[src/rtl/alu_6bit_pkg.sv]
// Shared definitions for the 6-bit ALU: operation encoding, width and flag bit positions.
package alu_6bit_pkg;

    localparam int unsigned WIDTH  = 6;
    localparam int unsigned OP_W   = 2;
    localparam int unsigned FLAG_W = 4;

    // flags = {carry, overflow, negative, zero}
    localparam int unsigned FLAG_Z = 0;
    localparam int unsigned FLAG_N = 1;
    localparam int unsigned FLAG_V = 2;
    localparam int unsigned FLAG_C = 3;

    typedef enum logic [OP_W-1:0] {
        OP_ADD = 2'd0,
        OP_SUB = 2'd1,
        OP_AND = 2'd2,
        OP_OR  = 2'd3
    } op_e;

endpackage

[src/rtl/alu_6bit_core.sv]
// Combinational ALU datapath: result plus carry/borrow and signed overflow.
module alu_6bit_core
    import alu_6bit_pkg::*;
#(
    parameter int unsigned WIDTH = alu_6bit_pkg::WIDTH
) (
    input  logic [WIDTH-1:0] a,
    input  logic [WIDTH-1:0] b,
    input  op_e              op,
    output logic [WIDTH-1:0] result_c,
    output logic             carry_c,
    output logic             overflow_c
);

    logic [WIDTH:0] sum_c;
    logic [WIDTH:0] diff_c;

    // One extra bit holds the carry out of the add and the borrow of the subtract
    assign sum_c  = {1'b0, a} + {1'b0, b};
    assign diff_c = {1'b0, a} - {1'b0, b};

    always_comb begin
        result_c   = '0;
        carry_c    = 1'b0;
        overflow_c = 1'b0;
        case (op)
            OP_ADD: begin
                result_c   = sum_c[WIDTH-1:0];
                carry_c    = sum_c[WIDTH];
                overflow_c = (a[WIDTH-1] == b[WIDTH-1]) && (sum_c[WIDTH-1] != a[WIDTH-1]);
            end
            OP_SUB: begin
                result_c   = diff_c[WIDTH-1:0];
                carry_c    = diff_c[WIDTH];
                overflow_c = (a[WIDTH-1] != b[WIDTH-1]) && (diff_c[WIDTH-1] != a[WIDTH-1]);
            end
            OP_AND: result_c = a & b;
            OP_OR:  result_c = a | b;
            default: begin
            end
        endcase
    end

endmodule

[src/rtl/alu_6bit.sv]
// Registered 6-bit ALU with one-cycle latency and a valid strobe.
// Define ALU6BIT_FLAGS_EN to add the registered {carry, overflow, negative, zero} flags port.
module alu_6bit
    import alu_6bit_pkg::*;
#(
    parameter int unsigned WIDTH = alu_6bit_pkg::WIDTH
) (
    input  logic                clk,
    input  logic                rst,
    input  logic                in_valid,
    input  logic [WIDTH-1:0]    A,
    input  logic [WIDTH-1:0]    B,
    input  logic [OP_W-1:0]     Op,
    output logic [WIDTH-1:0]    R,
    output logic                out_valid
`ifdef ALU6BIT_FLAGS_EN
    ,
    output logic [FLAG_W-1:0]   flags
`endif
);

    logic [WIDTH-1:0] result_c;
    logic             carry_c;
    logic             overflow_c;

    alu_6bit_core #(
        .WIDTH (WIDTH)
    ) u_core (
        .a          (A),
        .b          (B),
        .op         (op_e'(Op)),
        .result_c   (result_c),
        .carry_c    (carry_c),
        .overflow_c (overflow_c)
    );

    // Result and strobe; reset wins over a same-cycle in_valid
    always_ff @(posedge clk) begin
        if (rst) begin
            R         <= '0;
            out_valid <= 1'b0;
        end else begin
            out_valid <= in_valid;
            if (in_valid) begin
                R <= result_c;
            end
        end
    end

`ifdef ALU6BIT_FLAGS_EN
    // Flags update only together with R
    always_ff @(posedge clk) begin
        if (rst) begin
            flags <= '0;
        end else if (in_valid) begin
            flags[FLAG_C] <= carry_c;
            flags[FLAG_V] <= overflow_c;
            flags[FLAG_N] <= result_c[WIDTH-1];
            flags[FLAG_Z] <= (result_c == '0);
        end
    end
`else
    logic unused_flag_bits;
    assign unused_flag_bits = carry_c ^ overflow_c;
`endif

endmodule

[config.mk]
export PLATFORM = sky130hd
export DESIGN_NAME = alu_6bit
export DESIGN_NICKNAME = d
export VERILOG_FILES = /design/src/rtl/alu_6bit_pkg.sv /design/src/rtl/alu_6bit_core.sv /design/src/rtl/alu_6bit.sv
export SDC_FILE = /design/constraint.sdc
export NUM_CORES = 1
export LEC_CHECK = 0
export BUFFER_PORTS_ARGS = -buffer_cell sky130_fd_sc_hd__buf_2
export CAP_MARGIN = 10
export CORE_ASPECT_RATIO = 1.1
export CORE_MARGIN = 2
export CORE_UTILIZATION = 44
export CTS_CLUSTER_DIAMETER = 40
export DETAILED_ROUTE_END_ITERATION = 8
export GPL_TIMING_DRIVEN = 0
export PLACE_DENSITY = 0.74
export SLEW_MARGIN = 20
export SYNTH_ARGS = -nofsm -noshare
export SYNTH_HDL_FRONTEND = slang
export SYNTH_SLANG_ARGS = --single-unit
[constraint.sdc]
create_clock -name clk -period 1.9 [get_ports clk]
set_input_delay 0.19 -clock clk [delete_from_list [all_inputs] [get_ports clk]]
set_output_delay 0.19 -clock clk [all_outputs]
set_load 0.02 [all_outputs]
==> results.md, run 1 <==
- DRC Markers: 0
- Most used cell, CP: xnor2_1
- Setup CP Type: primary input to flip-flop
- MaxCap Viol Count: 0
- Switching Power: 190.0 uW
- Total GRT Usage: 0.1649
- Max stage delay cell, worst path: ha_1
- Drt wl/cell: between 10 and 15 um
- I/O Buffers: 21
- Sequential Power Share: 0.304
- RD Place Congestion: 0.8016
- P_int: roughly 360 uW
- Final worst slack: 0.1344 ns
- Global route hottest layer: met2
- # IOs: 24
- Share of total power in the clock network: 0.245
- CP required: between 2 and 2.5 ns
- Vias in the first global route: between 500 and 600
- Fmax: around 570 MHz
- Die height: around 46 um
- Ys Warns: 0
- Later-pin clock latency in the skew report: about 0.25 ns
- Total power: 548.9 uW
- Share of layout cells above drive strength 1: 0.3271
- Adder-cell share of the synthesized area: 0.2242
- Die Width: 42.42 um
- Synth Area in Simple Gates: 0.1804
- Synth Area in Compound Gates: 0.1681
- Status: finished clean
- Post-synth top area cell: dfxtp_1
- DIE AREA: ~0.002 sq mm
- Xor/xnor share of the synthesized area: 0.09807
- Power Density: around 600 mW/mm^2
- H-tree Lvls: 1
- Class of the worst hold path: primary input to flip-flop
- TritonCTS Sinks: 7
- Main combinational cell family by area after synthesis: adder cells
- Clk pin slew, worst setup/hold paths: 0.05 ns
- Max incr delay on CP: 0.28 ns
- Slew @ Worst Pin: approximately 0.4 ns
- Leakage: 0.4068 nW
- Routed wire length: between 1000 and 1500 um
- Core Rows: 15
- Sequential share of the synthesized area: 0.1961
- Mean Syn Cell Area: 8.820 sq um
- Rel. slew slack: 0.7341
- Initial antenna violation count: 0
- Core ar.: 0.001539 sq mm
- Area growth from synthesis to layout: 26.80%
- CP cell instances: buf_2 -> inv_1 -> ha_4 -> nor2_1 -> xnor2_1 -> ha_1 -> a21o_1 -> a21oi_2 -> xnor2_1 -> mux2i_1 -> a211oi_1
- Largest net degree at the start of global routing: 11
- Yosys cell types: 31
- Worst Setup Start Kind: primary input
- Critical Path AT: ~1.9 ns
- Synth top area cells: dfxtp_1 20%, ha_1 14%, xnor2_1 7.4%
- Met3 GRT Util: 0.02745
- Register-to-register setup slack: 1.16 ns
- Critical Path Sink Type: flip-flop
- CTS tree: yes
- Crit path max fanout: 4
- CTS Hold Bufs: 0
- Starting Density: 0.4642
- Number of synthesized register bits: 7
- Pins Over Slew Limit: 0
- Mapped Nets: between 100 and 150
- Drt first pass iters: 3
- # diodes: 0
- First-pass GRT wire length: approximately 2400 um
- Fill count: approximately 150
- Met1 Usage GRT: 0.1854
- GRT overflow: 0
- Max VDD drop: 0.2281 mV
- Clock buffer count from CTS: 3
- Starting DRT DRC Count: 4
- Post-synthesis mux area share: 0.07005
- DP Wirelength: ~1200 um
- DR vias: 635
- Post-synth top area share: 0.1961
- Comb power frac: 0.451
- Final hold violations: 0
- Gate Count Post-Synth: 81
- Sw Ratio: 0.3462
- Vias per inst: about 5.1
- Met2 Use GR: 0.2862
- Post-route ant nets: 0
- Maximum buffer depth of the clock tree: 2
- Fin Clk Skew: 0 ns
- Min Tclk post-route: 1.766 ns
- Mapped Area: 714.4 sq um
- Clock Tree Root: clkbuf_4
- Dpl ws: -0.2342 ns
- Final setup fails: 0
- Tcrit/Tclk final: 0.9292
- Nets: between 100 and 150
## repair_timing
item / CTS / global route
endpoints found under the setup margin: 0 / 2
resized for setup: 0 / 5
hold endpoints to repair: 0 / 0
setup buffers: 0 / 1
## final timing paths
| kind | start | endpoint | cells past startpoint |
|---|---|---|---|
| min | rst | R[5]$_SDFFE_PP0P_ | 2 |
| max reg2reg | R[3]$_SDFFE_PP0P_ | R[3]$_SDFFE_PP0P_ | 3 |
| min reg2reg | R[2]$_SDFFE_PP0P_ | R[2]$_SDFFE_PP0P_ | 2 |
| max | B[1] | R[4]$_SDFFE_PP0P_ | 11 |
## worst max-delay path: cells and delay by family
kind	cells	cell delay (ns)
AOI/OAI and AO/OA	3	0.57
adders and majority gates	2	0.44
xor gates and xnor gates	2	0.27
buffers and inverters	2	0.25
and+or+nand+nor	1	0.12
muxes	1	0.10
## layout by cell type (no fill, tap or decap), drive strengths merged, types with 2 or more instances in the layout
master	instances
buf	24
nor2	9
ha	8
dfxtp	7
a21oi	7
xnor2	6
inv	5
mux2i	5
nor2b	5
clkbuf	5
maj3	4
a211oi	3
o21ai	2
xor2	2
nand2	2
nor3	2
## cells in the mapped netlist
| cell | number |
|---|---|
| buf_6 | 2 |
| dfxtp_1 | 7 |
| nor2b_4 | 1 |
| mux2i_1 | 5 |
| ha_1 | 8 |
| clkbuf_1 | 1 |
| nor2_1 | 9 |
| o22ai_1 | 1 |
| nand2_1 | 2 |
| o2111ai_1 | 1 |
| o211ai_1 | 1 |
| o21a_1 | 1 |
| nor2b_1 | 4 |
| maj3_1 | 4 |
| fa_1 | 1 |
| nor3_1 | 1 |
| a211oi_1 | 2 |
| a31oi_1 | 1 |
| xnor2_1 | 6 |
| a211oi_2 | 1 |
| nand3_1 | 1 |
| nand4b_1 | 1 |
| nand2b_1 | 1 |
| nor3_4 | 1 |
| a21oi_1 | 6 |
| a21oi_2 | 1 |
| a21o_1 | 1 |
| o21ai_0 | 2 |
| nand3b_1 | 1 |
| xor2_1 | 2 |
| inv_1 | 5 |
## power groups by stage
| stage | sequential [mW] | combinational (mW) | clock (mW) |
|---|---|---|---|
| 2_1_floorplan | 0.186 | 0.147 | 0 |
| 3_3_place_gp | 0.169 | 0.220 | 0 |
| 3_5_place_dp | 0.170 | 0.227 | 0 |
| 4_1_cts | 0.167 | 0.229 | 0.140 |
| 5_1_grt | 0.169 | 0.278 | 0.149 |
| 6_report | 0.167 | 0.248 | 0.134 |
## layer usage
| layer | up-vias | share of wire |
|---|---|---|
| li1 | 336 | - |
| met1 | 284 | 0.44 |
| met2 | 15 | 0.52 |
| met3 | 0 | 0.040 |
| met4 | 0 | 0 |
| met5 | - | 0 |
## cell families (layout without fill, tap and decap cells)
group	Yosys count	after routing
simple gates	22	22
buf+inv	8	34
mux	5	5
compound gates	18	18
flops	7	7
xor+xnor	8	8
fa+ha+maj	13	13
## per-stage QoR
step                utilization  cell area (sq um)  instances   TNS [ns]  hold slack, ns
finish                   0.5886              905.9        124          0          0.1919
global route             0.5886              905.9        124  -0.008323          0.2107
CTS                      0.5634              867.1        123          0          0.1865
detailed placement       0.5463              840.8        119    -0.5459          0.4558
global placement         0.5463              840.8        119    -0.4206          0.4536
floorplan                     -              714.4         81          0          0.2546
## state kept, by name, indices dropped and copies added (netlist names)
signal	flops
R	6
out_valid	1
## layout make-up
cell class / instances / area (sq um) / area share
multi-input cells: 66 / 560.5 / 0.6188
flip-flops and latches: 7 / 140.1 / 0.1547
repair buffers: 22 / 112.6 / 0.1243
clock buffers: 4 / 26.28 / 0.02901
plain buffers: 3 / 26.28 / 0.02901
well taps: 17 / 21.27 / 0.02348
inverters: 5 / 18.77 / 0.02072
No activity file was read; power rests on OpenSTA's default activity.
==> run 2: changes to the inputs <==
--- a/config.mk
+++ b/config.mk
@@ -9,11 +9,12 @@
 export CAP_MARGIN = 10
 export CORE_ASPECT_RATIO = 1.1
 export CORE_MARGIN = 2
-export CORE_UTILIZATION = 44
+export CORE_UTILIZATION = 45
 export CTS_CLUSTER_DIAMETER = 40
 export DETAILED_ROUTE_END_ITERATION = 8
 export GPL_TIMING_DRIVEN = 0
-export PLACE_DENSITY = 0.74
+export PLACE_DENSITY = 0.73
+export SKIP_LAST_GASP = 1
 export SLEW_MARGIN = 20
 export SYNTH_ARGS = -nofsm -noshare
 export SYNTH_HDL_FRONTEND = slang
==> constraint.sdc (replaced) <==
create_clock -name clk -period 1.7 [get_ports clk]
set_input_delay 0.17 -clock clk [delete_from_list [all_inputs] [get_ports clk]]
set_output_delay 0.17 -clock clk [all_outputs]
set_load 0.02 [all_outputs]
==> results.md, run 2 (synthesis results as in run 1) <==
- Vias per inst: 5.183 (was 5.121)
- DRC Markers: 0 (unchanged)
- Later-pin clock latency in the skew report: 0.24 ns (was 0.25 ns)
- WHS: 0.1817 ns (was 0.1919 ns)
- TritonCTS Sinks: 7 (unchanged)
- Min Tclk post-route: roughly 1.6 ns
- CP cell instances: buf_6 -> nor2b_4 -> mux2i_4 -> ha_1 -> nor2b_4 -> o2111ai_2 -> nand4b_1 -> xnor2_1 -> a211oi_2 (was buf_2 -> inv_1 -> ha_4 -> nor2_1 -> xnor2_1 -> ha_1 -> a21o_1 -> a21oi_2 -> xnor2_1 -> mux2i_1 -> a211oi_1)
- Max incr delay on CP: 0.28 ns (about the same)
- Area growth from synthesis to layout: 34.50% (was 26.80%)
- Fin Clk Skew: 0 ns (unchanged)
- Most common cell after layout, fill and taps aside: buf_2 (unchanged)
- Switching Power: 215.6 uW (was 190.0 uW)
- Starting Density: 0.4700 (was 0.4642)
- Initial antenna violation count: 0 (unchanged)
- Clk pin slew, worst setup/hold paths: 0.05 ns (about the same)
- Leakage: 0.4239 nW (was 0.4068 nW)
- RD Place Congestion: 0.7505 (was 0.8016)
- Clock buffer count from CTS: 3 (unchanged)
- I/O Buffers: 21 (unchanged)
- Maximum buffer depth of the clock tree: 2 (unchanged)
- Max reg flops: 6 (unchanged)
- Comb power frac: 0.471 (was 0.451)
- First-pass GRT wire length: 2449 um (unchanged)
- CP required: 1.83 ns (was 2.07 ns)
- DP Wirelength: 1154 um (was 1158 um)
- P_int: 415.7 uW (was 358.9 uW)
- Sequential Power Share: 0.294 (was 0.304)
- Critical Path AT: 1.73 ns (was 1.94 ns)
- Delay-heaviest family, CP: simple AND/OR/NAND/NOR gates (was compound AO/OA/AOI/OAI gates)
- Share of total power in the clock network: 0.234 (was 0.245)
- Final setup fails: 0 (unchanged)
- Clock Tree Root: clkbuf_4 (unchanged)
- Pins Over Slew Limit: 0 (unchanged)
- Largest Register: R (unchanged)
- Top flop regs: R (6), out_valid (1) (unchanged)
- Power Density: 656.9 mW/mm^2 (was 606.0 mW/mm^2)
- # diodes: 0 (unchanged)
- CTS tree: yes (unchanged)
- Drt first pass iters: 4 (was 3)
- Routed wire length: 1481 um (was 1455 um)
- H-tree Lvls: 1 (unchanged)
- Tcrit/Tclk final: 0.9406
- Largest net degree at the start of global routing: 11 (unchanged)
- Share of layout cells above drive strength 1: 0.4037 (was 0.3271)
- Class of the worst hold path: primary input to flip-flop (unchanged)
- Post-route ant nets: 0 (unchanged)
- Crit path buf inv count: 1 (was 2)
- Sw Ratio: 0.3415 (was 0.3462)
- Most used cell, CP: nor2b_4 (was xnor2_1)
- MaxCap Viol Count: 0 (unchanged)
- Nets: 136 (was 134)
- Setup CP Type: primary input to flip-flop (unchanged)
- Final hold violations: 0 (unchanged)
- Final worst slack: 0.1010 ns (was 0.1344 ns)
- Slew @ Worst Pin: 0.4029 ns (was 0.3989 ns)
- Drt wl/cell: 11.75 um (was 11.73 um)
- Worst Setup Start Kind: primary input (unchanged)
- Post-Layout Cell Count: 126 (was 124)
- Most frequent cells in the layout: 19 x buf_2, 8 x nor2_1, 7 x dfxtp_1, 6 x xnor2_1 (was 21 x buf_2, 9 x nor2_1, 7 x dfxtp_1, 7 x ha_1, 6 x xnor2_1)
- Vias in the first global route: 609 (was 597)
- Dpl ws: -0.4136 ns (was -0.2342 ns)
- Total GRT Usage: 0.1675 (was 0.1649)
- Core Rows: 15 (unchanged)
- Starting DRT DRC Count: 5 (was 4)
- Core ar.: 0.001520 sq mm (was 0.001539 sq mm)
- Fmax: ~630 MHz
- Total power: 631.2 uW (was 548.9 uW)
- CTS Hold Bufs: 0 (unchanged)
- DIE AREA: 0.001923 sq mm (was 0.001962 sq mm)
- Max stage delay cell, worst path: mux2i_4 (was ha_1)
- Dpl cells: 119 (unchanged)
- DR vias: 653 (was 635)
- Rel. slew slack: 0.7314 (was 0.7341)
- Critical Path Sink Type: flip-flop (unchanged)
- Max VDD drop: 0.2801 mV (was 0.2281 mV)
- # IOs: 24 (unchanged)
- Crit path max fanout: 10 (was 4)
- Die Width: 41.99 um (was 42.42 um)
- GRT overflow: 0 (unchanged)
- Die height: 45.79 um (was 46.26 um)
- Status: finished clean (unchanged)
-- run 2: changes by cell type in the layout (fill, tap and decap cells not counted), sizes merged --
cell  before  now
buf       24   26
-- run 2: repair_timing --
item | 4_1_cts | 5_1_grt
gates resized for setup | 8 | 7
gates cloned | 0 | 0
pin swaps | 6 | 11
endpoints found under the setup margin | 2 | 2
buffers inserted | 1 | 2
-- run 2: worst reg2reg max path: stages, from the launching register on --
cell and delay (ns):
dfxtp_1 0.30, nor2b_1 0.12, a31oi_1 0.13, a21oi_1 0.08
-- run 2: worst paths after layout --
path	startpoint	to	slack, ns	depth (start not counted)
max	Op[1]	R[5]$_SDFFE_PP0P_	0.10	9
min	rst	R[5]$_SDFFE_PP0P_	0.18	2
max reg2reg	R[3]$_SDFFE_PP0P_	R[3]$_SDFFE_PP0P_	0.96	3
min reg2reg	R[2]$_SDFFE_PP0P_	R[2]$_SDFFE_PP0P_	0.48	2
-- run 2: metal layers --
| metal | global-route usage | vias to the layer above | share of wire |
|---|---|---|---|
| met5 | 0 | - | 0 |
| met2 | 0.3000 | 16 | 0.51 |
| met4 | 0.07742 | 0 | 0 |
| met1 | 0.2005 | 297 | 0.45 |
| li1 | - | 340 | - |
| met3 | 0.02381 | 0 | 0.033 |
-- run 2: cell type report --
cell class / count / area [sq um]
tap: 17 / 21.27
clock buffer: 4 / 26.28
buffer: 3 / 30.03
inverter: 5 / 21.27
multi-input combinational: 66 / 581.8
fill: 143 / 559.3
sequential: 7 / 140.1
timing repair buffer: 24 / 140.1
-- run 2: power by group through the flow --
stage,Sequential (mW),Combinational (mW),Clock (mW)
after floorplan,0.208,0.173,0
after global placement,0.189,0.256,0
after detailed placement,0.189,0.263,0
after CTS,0.186,0.288,0.148
after global routing,0.188,0.331,0.154
final,0.186,0.297,0.148
-- run 2: per-stage QoR --
stage,TNS [ns],area (sq um),util
CTS,-0.008641,932.1,0.6132
finish,0,960.9,0.6321
global placement,-0.9054,855.8,0.5630
detailed placement,-1.068,855.8,0.5630
floorplan,-0.1835,729.5,-
global route,-0.002677,960.9,0.6321
